<file path="src/rtl/spi_clk_config_seq.sv">
// Loads per-chip register tables from ROM into the jitter-cleaner chips over the shared SPI engine, then pulses SYNC.
// Optional DONE watchdog: define SPI_SEQ_TIMEOUT_EN.
module spi_clk_config_seq #(
  parameter int unsigned NUM_CHIPS      = 3,
  parameter int unsigned WORD_AW        = 4,
  parameter int unsigned GAP_CYCLES     = 2,
  parameter int unsigned SYNC_CYCLES    = 4,
  parameter int unsigned TIMEOUT_CYCLES = 64
) (
  input  logic                 CLK_1MHZ,
  input  logic                 RESET,
  input  logic                 START,
  input  logic                 ABORT,
  input  logic [NUM_CHIPS-1:0] CHIP_MASK,
  output logic [WORD_AW+1:0]   ROM_ADDR,
  input  logic [31:0]          ROM_DATA,
  output logic [31:0]          SPI_WORD,
  output logic                 SPI_GO,
  input  logic                 SPI_DONE,
  output logic [1:0]           SPI_SEL,
  output logic                 SYNC,
  output logic                 BUSY,
  output logic                 DONE,
  output logic                 ERROR,
  output logic [7:0]           WORDS_SENT
);

  typedef enum logic [3:0] {
    S_IDLE, S_FETCH, S_LOAD, S_GO, S_WAIT_DONE, S_GAP, S_NEXT_CHIP, S_SYNC_PULSE, S_FINISH
  } state_t;

  state_t               state;
  logic [1:0]           chip;
  logic [WORD_AW-1:0]   word;
  logic [NUM_CHIPS-1:0] mask_q;
  logic                 done_q;
  logic [7:0]           cnt;
  logic                 done_rise;
  logic                 first_found;
  logic [1:0]           first_chip;
  logic                 next_found;
  logic [1:0]           next_chip;

  // ROM address tracks the chip/word registers, so it is already valid during FETCH
  assign ROM_ADDR  = {chip, word};
  assign done_rise = SPI_DONE & ~done_q;

  always_comb begin
    first_found = 1'b0;
    first_chip  = '0;
    next_found  = 1'b0;
    next_chip   = '0;
    for (int unsigned i = 0; i < NUM_CHIPS; i++) begin
      if (CHIP_MASK[i] && !first_found) begin
        first_found = 1'b1;
        first_chip  = 2'(i);
      end
      if (mask_q[i] && (i > 32'(chip)) && !next_found) begin
        next_found = 1'b1;
        next_chip  = 2'(i);
      end
    end
  end

`ifdef SPI_SEQ_TIMEOUT_EN
  localparam int unsigned TO_W = $clog2(TIMEOUT_CYCLES + 1);
  logic [TO_W-1:0] to_cnt;
`else
  assign ERROR = 1'b0;
`endif

  always_ff @(posedge CLK_1MHZ) begin
    if (RESET) begin
      state      <= S_IDLE;
      chip       <= '0;
      word       <= '0;
      mask_q     <= '0;
      done_q     <= 1'b0;
      cnt        <= '0;
      SPI_WORD   <= '0;
      SPI_GO     <= 1'b0;
      SPI_SEL    <= '0;
      SYNC       <= 1'b0;
      BUSY       <= 1'b0;
      DONE       <= 1'b0;
      WORDS_SENT <= '0;
`ifdef SPI_SEQ_TIMEOUT_EN
      ERROR      <= 1'b0;
      to_cnt     <= '0;
`endif
    end else begin
      done_q <= SPI_DONE;
      SPI_GO <= 1'b0;
      DONE   <= 1'b0;
      if (ABORT) begin
        state <= S_IDLE;
        SYNC  <= 1'b0;
        BUSY  <= 1'b0;
      end else begin
        case (state)
          S_IDLE: begin
            if (START) begin
              BUSY       <= 1'b1;
              WORDS_SENT <= '0;
              mask_q     <= CHIP_MASK;
              word       <= '0;
              cnt        <= '0;
`ifdef SPI_SEQ_TIMEOUT_EN
              ERROR      <= 1'b0;
`endif
              if (first_found) begin
                chip  <= first_chip;
                state <= S_FETCH;
              end else begin
                SYNC  <= 1'b1;
                state <= S_SYNC_PULSE;
              end
            end
          end
          S_FETCH: state <= S_LOAD;
          S_LOAD: begin
            if (ROM_DATA == 32'hFFFF_FFFF) begin
              state <= S_NEXT_CHIP;
            end else begin
              SPI_WORD <= ROM_DATA;
              SPI_SEL  <= chip;
              SPI_GO   <= 1'b1;
              state    <= S_GO;
            end
          end
          S_GO: begin
            state <= S_WAIT_DONE;
`ifdef SPI_SEQ_TIMEOUT_EN
            to_cnt <= '0;
`endif
          end
          S_WAIT_DONE: begin
            if (done_rise) begin
              if (WORDS_SENT != 8'hFF) WORDS_SENT <= WORDS_SENT + 8'd1;
              cnt   <= '0;
              state <= S_GAP;
            end
`ifdef SPI_SEQ_TIMEOUT_EN
            else if (to_cnt == TO_W'(TIMEOUT_CYCLES - 1)) begin
              ERROR <= 1'b1;
              BUSY  <= 1'b0;
              state <= S_IDLE;
            end else begin
              to_cnt <= to_cnt + TO_W'(1);
            end
`endif
          end
          S_GAP: begin
            if (cnt == 8'(GAP_CYCLES - 1)) begin
              cnt <= '0;
              if (word == '1) begin
                state <= S_NEXT_CHIP;
              end else begin
                word  <= word + WORD_AW'(1);
                state <= S_FETCH;
              end
            end else begin
              cnt <= cnt + 8'd1;
            end
          end
          S_NEXT_CHIP: begin
            if (next_found) begin
              chip  <= next_chip;
              word  <= '0;
              state <= S_FETCH;
            end else begin
              SYNC  <= 1'b1;
              cnt   <= '0;
              state <= S_SYNC_PULSE;
            end
          end
          S_SYNC_PULSE: begin
            if (cnt == 8'(SYNC_CYCLES - 1)) begin
              SYNC  <= 1'b0;
              DONE  <= 1'b1;
              BUSY  <= 1'b0;
              state <= S_FINISH;
            end else begin
              cnt <= cnt + 8'd1;
            end
          end
          S_FINISH: state <= S_IDLE;
          default:  state <= S_IDLE;
        endcase
      end
    end
  end

endmodule

</file>
<file path="config.mk">
export PLATFORM = sky130hd
export DESIGN_NAME = spi_clk_config_seq
export DESIGN_NICKNAME = d
export VERILOG_FILES = /design/src/rtl/spi_clk_config_seq.sv
export SDC_FILE = /design/constraint.sdc
export NUM_CORES = 1
export LEC_CHECK = 0
export CELL_PAD_IN_SITES_DETAIL_PLACEMENT = 2
export CELL_PAD_IN_SITES_GLOBAL_PLACEMENT = 2
export CORE_MARGIN = 2
export CORE_UTILIZATION = 27
export DETAILED_ROUTE_END_ITERATION = 8
export GPL_ROUTABILITY_DRIVEN = 0
export GPL_TIMING_DRIVEN = 0
export PLACE_DENSITY = 0.78
export SLEW_MARGIN = 10
export SYNTH_ARGS = -nofsm -noshare
export SYNTH_HDL_FRONTEND = slang
export SYNTH_SLANG_ARGS = --single-unit
</file>
<file path="constraint.sdc">
create_clock -name CLK_1MHZ -period 3.2 [get_ports CLK_1MHZ]
set_clock_uncertainty 0.05 [all_clocks]
set_input_delay 0.96 -clock CLK_1MHZ [delete_from_list [all_inputs] [get_ports CLK_1MHZ]]
set_output_delay 0.96 -clock CLK_1MHZ [all_outputs]
set_load 0.05 [all_outputs]
</file>
==> results by group, run 1 <==
Setup path
  – Req. time, crit path: 3.43 ns
  – Startpoint Class: input port
  – Critical Path Fanout Max: 10
  – Crit path from: SPI_DONE
  – Crit path kind: in -> reg
  – CP max-delay cell: or4_4
  – Cell Chain, Critical Path: clkdlybuf4s50_1 > nand2b_1 > a31o_1 > or3_1 > buf_2 > buf_6 > or4_4 > a21oi_2
  – Worst R2R Start: chip[0]
  – CP peak stage delay: 0.51 ns
  – CP Data Arrival Time: 3.21 ns
  – Crit path capture type: flop

Yosys
  – Synthesized instance count: 397
  – Synth Flop Type: dfxtp_1
  – Post-synthesis async set-or-reset flop share: 0%
  – Synthesized flop and latch total: 67
  – Mean post-synth cell area: 8.21 um2
  – Synth area leaders: dfxtp_1 (41%), a21oi_1 (8.1%), o21ai_0 (6.6%)
  – Yosys warnings: 0
  – Yosys cell types: 59
  – Synth area leader: dfxtp_1
  – Post-synth top area share: 41.1%
  – Syn Nets: 441
  – Seq/Total Area, Yosys: 41.1%
  – Post-synthesis cell area: 3260 um2
  – Post-synth EDFFs: 0

Pwr
  – Int Pwr: 1.59 mW
  – P_sw: 0.547 mW
  – Flop pwr share: 40.3%
  – Sw Share: 25.6%
  – Combinational group share of total power: 11.6%
  – Clock group share of total power: 48.1%
  – Design Power: 2.14 mW
  – PwrDens: 455 nW/um2
  – Peak supply drop: 0.177 mV
  – Leakage: 1.54 nW

STA
  – Fin. max-slew vios: 0
  – Final min period: 2.98 ns
  – Slew HR: 44.2%
  – Final hold violations: 0
  – TNS Setup: 0 ns
  – Crit share post-route: 93.2%
  – Fmax: 335 MHz
  – Worst Tran Pin Value: 0.837 ns
  – Worst hold margin: 0.434 ns
  – RSZ-0062 raised after global routing: no
  – Final setup vio count: 0

CTS
  – Clk sinks: 67
  – Worst-path clk slew: 0.06 ns
  – H-tree levels: 3
  – Total CTS buffers: 9
  – Clock buffer depth: 2
  – Post-cts gate resize count: 0
  – Hold_buf cts: 0
  – CTS tree: done
  – Clock Root Buffer: clkbuf_16
  – Clk_lat worst skew: 0.34 ns
  – Postcts setup bufs: 0

Global route
  – Initial antenna violation count: 0
  – Largest net degree at the start of global routing: 12
  – Most Crowded Layer GR: met2
  – Met1 Use GR: 24.9%
  – Number of global-route vias before repair: 3759
  – Met3 usage: 3.67%
  – GR Util met2: 34.1%
  – GRT Resource Usage Total: 19.9%
  – Total grt overflow: 0
  – First-pass GRT wire length: 20200 um

Drt
  – Avg WL per Cell: 19.5 um
  – Vias per cell: 5.46
  – First-pass detailed-route iteration total: 4
  – Antenna-violating nets left: 0
  – Routed WL: 12600 um
  – Vias: 3552
  – DRT iter0 DRCs: 125
  – # DRC: 0

Layout
  – Most frequent cells in the layout: clkdlybuf4s50_1 (91), dfxtp_1 (67), a21oi_1 (53)
  – Layout cells sized above 1: 7.95%
  – Area growth, synth to finish: 43.9%
  – Final Util: 39.4%
  – ANT cells: 0
  – Finished Cell Area: 4690 um2
  – Nets: 543
  – Most common cell after layout, fill and taps aside: clkdlybuf4s50_1
  – Fillcell total: 1349

Die
  – Die footprint: 13000 um2
  – Die W: 114 um
  – Die span in y: 114 um
  – Core area: 11900 um2
  – Ports: 93
  – Std-Cell Rows: 40
  – Initial Util: 27.4%

Run
  – Max_cap viols: 0

Min path
  – HP Class: reg -> reg
  – HP Start: SPI_WORD[23]

Run status
  – Status: finished, final reports clean

Place
  – DP Wirelength: 9190 um
  – Port buffer count: 91
  – DP Area: 4360 um2
==> path summary, 6_finish.rpt <==
| kind | end | slack [ns] | cells past startpoint |
|---|---|---|---|
| setup / recovery | cnt[7] | 0.22 | 8 |
| hold / removal | SPI_WORD[23] | 0.43 | 2 |
| setup reg to reg | cnt[1] | 0.62 | 6 |
| hold reg to reg | SPI_WORD[23] | 0.43 | 2 |
==> kinds of logic after synthesis <==
logic type      Yosys count  share of synthesized area, %
mux                       2                         0.614
simple gates            152                          26.3
fa+ha+maj                 4                          1.53
buf+inv                  36                          4.68
flops                    67                          41.1
xor+xnor                  6                          1.61
compound gates          129                          24.0
other cells               1                         0.115
==> per-layer routing <==
metal	vias to the layer above	share of wire (%)
li1	1687	-
met1	1796	45
met2	54	51
met3	15	3.1
met4	0	1.5
met5	-	0
==> power groups by stage <==
stage / registers, mW / clock network (mW) / logic [mW]
6_report: 0.861 / 1.03 / 0.247
4_1_cts: 0.861 / 1.06 / 0.245
3_3_place_gp: 0.879 / 0 / 0.237
5_1_grt: 0.863 / 1.09 / 0.267
3_5_place_dp: 0.879 / 0 / 0.242
2_1_floorplan: 0.906 / 0 / 0.0984
==> area by class of cell <==
cell class | instances | area, um2 | area share (%)
inverter | 5 | 18.8 | 0.400
multi-input combinational | 294 | 1800 | 38.3
tap | 147 | 184 | 3.92
buffer | 31 | 138 | 2.93
clock inverter | 4 | 50.0 | 1.07
timing repair buffer | 91 | 911 | 19.4
clock buffer | 11 | 253 | 5.39
sequential | 67 | 1340 | 28.6
==> through the flow <==
| step | cells | worst slack [ns] |
|---|---|---|
| after floorplan | 397 | 0.577 |
| after global placement | 635 | -0.234 |
| after detailed placement | 635 | -0.327 |
| after CTS | 650 | 0.0206 |
| after global routing | 650 | 0.0471 |
| final | 650 | 0.218 |
==> cells in the mapped netlist, drive strengths merged, types with 5 or more instances <==
library cell and instances:
nand3 41, nand2 10, nor3 10, xor2 5, a21oi 54, nand4 15
o31ai 7, nor2 23, dfxtp 67, buf 7, inv 5, or4 9
clkbuf 24, or3 7, o21ai 43
==> critical path: cells and delay by family <==
kind	cells	cell delay, ns
buffers and inverters	3	0.83
AO/OA/AOI/OAI	2	0.42
AND/OR/NAND/NOR	3	1.00
==> registers in the layout, indices dropped and copies added, names as in the netlist <==
name        flops
WORDS_SENT      8
done_q          1
word            4
state           4
cnt             8
SPI_WORD       32
SPI_GO          1
chip            2
mask_q          2
SPI_SEL         2
BUSY            1
DONE            1
SYNC            1
Power figures use the tool's default switching activity.
==> run 2: changes to the inputs <==
- clock period: 3.2 -> 2.85 ns (I/O delays scaled with it)
==> run 2 against run 1 <==
  * Cell area up 0.48%
  * Sequential power up 12%
  * Wire length up 0.40%
  * Highest routed layer unchanged
  * Total power up 13%
  * Count of clock-buffer cells in the layout unchanged
  * Setup slack worse by 0.062 ns
  * Via count up 0.31%
==> results by group, run 2 (synthesized netlist as in run 1, its figures left out) <==
Setup path
  – Req. time, crit path: 3.09 ns
  – Critical Path Fanout Max: 10
  – Cell Chain, Critical Path: clkdlybuf4s50_1 > buf_2 > or2_2 > a311o_1 > nor4_4 > a21boi_0 > a22o_1
  – R2R Setup Slk: 0.26 ns
  – Crit path capture type: flop
  – CP Data Arrival Time: 2.93 ns
  – Crit path buf inv count: 2
  – Top delay family on crit path: compound AO/OA/AOI/OAI gates
  – Startpoint Class: input port
  – CP max-delay cell: clkdlybuf4s50_1
  – CP peak stage delay: 0.42 ns
  – Crit path kind: in -> reg

CTS
  – Clock Root Buffer: clkbuf_16
  – Clock buffer depth: 2
  – Total CTS buffers: 9
  – Worst-path clk slew: 0.06 ns
  – CTS tree: done
  – Postcts setup bufs: 0
  – Clk_lat worst skew: 0.34 ns
  – H-tree levels: 3
  – Clk sinks: 67
  – Hold_buf cts: 0

Drt
  – Avg WL per Cell: 19.6 um
  – Vias: 3563
  – # DRC: 0
  – DRT iter0 DRCs: 116
  – Antenna-violating nets left: 0
  – Routed WL: 12700 um
  – Vias per cell: 5.49
  – First-pass detailed-route iteration total: 4

STA
  – Final hold violations: 0
  – Slew HR: 44.2%
  – TNS Setup: 0 ns
  – Crit share post-route: 94.5%
  – Fmax: 371 MHz
  – Worst Tran Pin Value: 0.837 ns
  – Fin. max-slew vios: 0
  – RSZ-0062 raised after global routing: no
  – Final setup vio count: 0
  – Final min period: 2.69 ns

Global route
  – Total grt overflow: 0
  – Initial antenna violation count: 0
  – GRT Resource Usage Total: 20.3%
  – Number of global-route vias before repair: 3822
  – Largest net degree at the start of global routing: 12
  – First-pass GRT wire length: 20500 um

Pwr
  – PwrDens: 510 nW/um2
  – Design Power: 2.40 mW
  – Peak supply drop: 0.199 mV
  – Leakage: 1.55 nW

Layout
  – Most frequent cells in the layout: clkdlybuf4s50_1 (90), dfxtp_1 (67), a21oi_1 (53)
  – Area growth, synth to finish: 44.6%
  – Largest register FFs: 32
  – Most common cell after layout, fill and taps aside: clkdlybuf4s50_1
  – ANT cells: 0
  – Layout cells sized above 1: 8.76%
  – Final Util: 39.6%
  – Biggest register: SPI_WORD
  – Final non-filler cell total: 649
  – Largest registers: SPI_WORD (32), WORDS_SENT (8), cnt (8)
  – Nets: 542

Die
  – Core area: 11900 um2
  – Ports: 93
  – Initial Util: 27.4%
  – Die span in y: 114 um
  – Std-Cell Rows: 40
  – Die footprint: 13000 um2
  – Die W: 114 um

Place
  – Port buffer count: 91
  – Placed insts: 635
  – DP Wirelength: 9190 um

Run status
  – Status: finished, final reports clean

Run
  – Max_cap viols: 0

Min path
  – HP Class: reg -> reg
-- run 2: cell count changes in the layout (fill, tap and decap cells not counted), sizes merged --
cell / before / now
clkdlybuf4s50: 91 / 90
dlymetal6s2s: 0 / 1
buf: 7 / 8
clkbuf: 35 / 33
-- run 2: worst paths after layout --
path                              startpoint           end  depth (start not counted)
worst min-delay path            SPI_WORD[23]  SPI_WORD[23]                          2
worst max-delay path                   ABORT      state[2]                          7
worst max register to register       chip[0]        cnt[1]                          6
worst min register to register  SPI_WORD[23]  SPI_WORD[23]                          2
-- run 2: through the flow --
stage               hold slack [ns]  worst slack [ns]  instance area (um2)
finish                        0.434             0.156                 4710
global route                  0.455            0.0436                 4710
CTS                           0.433            0.0373                 4690
detailed placement            0.426            -0.572                 4360
global placement              0.412            -0.479                 4360
floorplan                     0.410             0.332                 3260
-- run 2: cell type report --
class                      instances  area, um2
multi-input combinational        294       1820
fill                            1350       7200
inverter                           5       18.8
clock inverter                     4       50.0
tap                              147        184
timing repair buffer              91        913
buffer                            30        135
sequential                        67       1340
clock buffer                      11        253
-- run 2: metal layers --
metal	global-route usage [%]	wire length, um
met1	25.0	5650
met2	35.2	6430
met3	3.77	426
met4	7.48	192
met5	0	0
-- run 2: worst reg2reg max path, cell delays in order (launching register included) --
cell and delay, ns:
dfxtp_1 0.36, nand2b_1 0.23, a211o_1 0.35, a21oi_1 0.69, clkbuf_1 0.46, o311ai_0 0.22
o41ai_1 0.12
-- run 2: power breakdown --
part | switching (mW) | internal [mW]
registers | 0.0149 | 0.952
logic | 0.166 | 0.115
clock network | 0.438 | 0.718
total | 0.619 | 1.79
-- run 2: what timing repair did --
| item | CTS | global route |
|---|---|---|
| pin swaps | 0 | 1 |
| resized for setup | 9 | 6 |
| setup endpoints to repair | 40 | 18 |
==> run 3: changes to the inputs <==
- CORE_UTILIZATION: 27 -> 28
- PLACE_DENSITY: 0.78 -> 0.81
- clock period: 2.85 -> 3.2 ns (I/O delays scaled with it)
==> run 3 against run 2 <==
  * Critical path depth increased by 1
  * Setup slack better by 0.012 ns
  * Register-to-register slack gained 0.45 ns
  * Combinational power shrank 11%
  * Clock power decreased by 4%
  * Sequential power down 11%
  * Die area decreased by 3.4%
  * Sequential share of layout area about the same
  * Non-clock buffer count grew 1
  * Largest cell class unchanged
==> results by group, run 3 (synthesized netlist as in run 1, its figures left out) <==
Run status
  – Status: finished, final reports clean

Die
  – Std-Cell Rows: 39
  – Core area: 11400 um2
  – Die W: 112 um
  – Initial Util: 28.7%
  – Die span in y: 112 um
  – Ports: 93
  – Die footprint: 12500 um2

Global route
  – First-pass GRT wire length: 21400 um
  – Initial antenna violation count: 0
  – Number of global-route vias before repair: 3853
  – GR Util met2: 36.7%
  – Met3 usage: 4.46%
  – Largest net degree at the start of global routing: 13
  – GRT Resource Usage Total: 21.5%
  – Met1 Use GR: 26.8%
  – Total grt overflow: 0
  – Most Crowded Layer GR: met2

Layout
  – ANT cells: 0
  – Nets: 543
  – Largest register FFs: 32
  – Largest registers: SPI_WORD (32), WORDS_SENT (8), cnt (8)
  – Most frequent cells in the layout: clkdlybuf4s50_1 (91), dfxtp_1 (67), a21oi_1 (53)
  – Biggest register: SPI_WORD
  – Area growth, synth to finish: 44.4%
  – Layout cells sized above 1: 7.95%
  – Most common cell after layout, fill and taps aside: clkdlybuf4s50_1
  – Fillcell total: 1287

CTS
  – Clock Root Buffer: clkbuf_16
  – Clock buffer depth: 2
  – H-tree levels: 3
  – Total CTS buffers: 9
  – Clk_lat worst skew: 0.34 ns
  – Post-cts gate resize count: 2
  – Postcts setup bufs: 0
  – CTS tree: done
  – Hold_buf cts: 0
  – Clk sinks: 67
  – Worst-path clk slew: 0.06 ns

STA
  – Final setup vio count: 0
  – Slew HR: 47.8%
  – Worst Tran Pin Value: 0.783 ns
  – Final Worst Setup Slack: 0.168 ns
  – Final min period: 3.03 ns
  – TNS Setup: 0 ns
  – Final hold violations: 0
  – Crit share post-route: 94.8%
  – Fin. max-slew vios: 0
  – RSZ-0062 raised after global routing: no
  – Fmax: 330 MHz

Drt
  – First-pass detailed-route iteration total: 4
  – Routed WL: 13200 um
  – Vias: 3580
  – Vias per cell: 5.54
  – DRT iter0 DRCs: 153
  – # DRC: 0
  – Avg WL per Cell: 20.4 um
  – Antenna-violating nets left: 0

Setup path
  – Crit path capture type: flop
  – Crit path kind: in -> reg
  – Req. time, crit path: 3.41 ns
  – CP Data Arrival Time: 3.24 ns
  – Critical Path Fanout Max: 10
  – Startpoint Class: input port

Run
  – Max_cap viols: 0

Pwr
  – Peak supply drop: 0.208 mV
  – Int Pwr: 1.65 mW
  – Leakage: 1.55 nW
  – Clock group share of total power: 49.9%
  – P_sw: 0.566 mW
  – Flop pwr share: 38.8%
  – PwrDens: 471 nW/um2
  – Sw Share: 25.5%
  – Combinational group share of total power: 11.3%

Place
  – Port buffer count: 91
  – DP Wirelength: 9210 um
  – Worst slack at placement: -0.277 ns

Min path
  – HP Class: reg -> reg
## run 3: path summary, 6_finish.rpt
path | from | cells after the start | slack, ns | end
worst max-delay path | ROM_DATA[0] | 8 | 0.17 | SPI_WORD[31]
worst min-delay path | SPI_WORD[26] | 2 | 0.43 | SPI_WORD[26]
worst max register to register | chip[0] | 6 | 0.71 | cnt[0]
worst min register to register | SPI_WORD[26] | 2 | 0.43 | SPI_WORD[26]
## run 3: cell type report
| type | instances | area (um2) | share of cell area, % |
|---|---|---|---|
| repair buffers | 91 | 911 | 19.3 |
| plain buffers | 31 | 138 | 2.92 |
| multi-input cells | 294 | 1800 | 38.1 |
| flip-flops and latches | 67 | 1340 | 28.5 |
| well taps | 143 | 179 | 3.80 |
| inverters | 5 | 18.8 | 0.399 |
| clock inverters | 5 | 86.3 | 1.83 |
| clock buffers | 10 | 239 | 5.08 |
## run 3: layer usage
layer | wire, um | part of all wire [%]
met1 | 5750 | 44
met4 | 301 | 2.3
met3 | 473 | 3.6
met5 | 0 | 0
met2 | 6680 | 51
## run 3: stage by stage
stage	util, %	power, mW	std cells	instance area, um2	hold WS, ns
after CTS	41.2	2.23	646	4680	0.435
after detailed placement	38.3	1.12	631	4350	0.423
after global routing	41.4	2.30	646	4710	0.465
after floorplan	-	1.00	397	3260	0.410
final	41.4	2.22	646	4710	0.433
after global placement	38.3	1.12	631	4350	0.412
## run 3: power by group through the flow
stage | clock (mW) | sequential (mW) | combinational, mW
after detailed placement | 0 | 0.879 | 0.242
after CTS | 1.12 | 0.862 | 0.248
after floorplan | 0 | 0.906 | 0.0984
after global placement | 0 | 0.879 | 0.236
after global routing | 1.17 | 0.864 | 0.268
final | 1.11 | 0.862 | 0.251
## run 3: worst max-delay path, cell delays in order
cell and delay (ns):
clkdlybuf4s50_1 0.52, nand4_1 0.15, nor4_2 0.43, and3_1 0.22, clkbuf_1 0.32, clkbuf_2 0.30
o21ai_0 0.13, a21oi_1 0.21
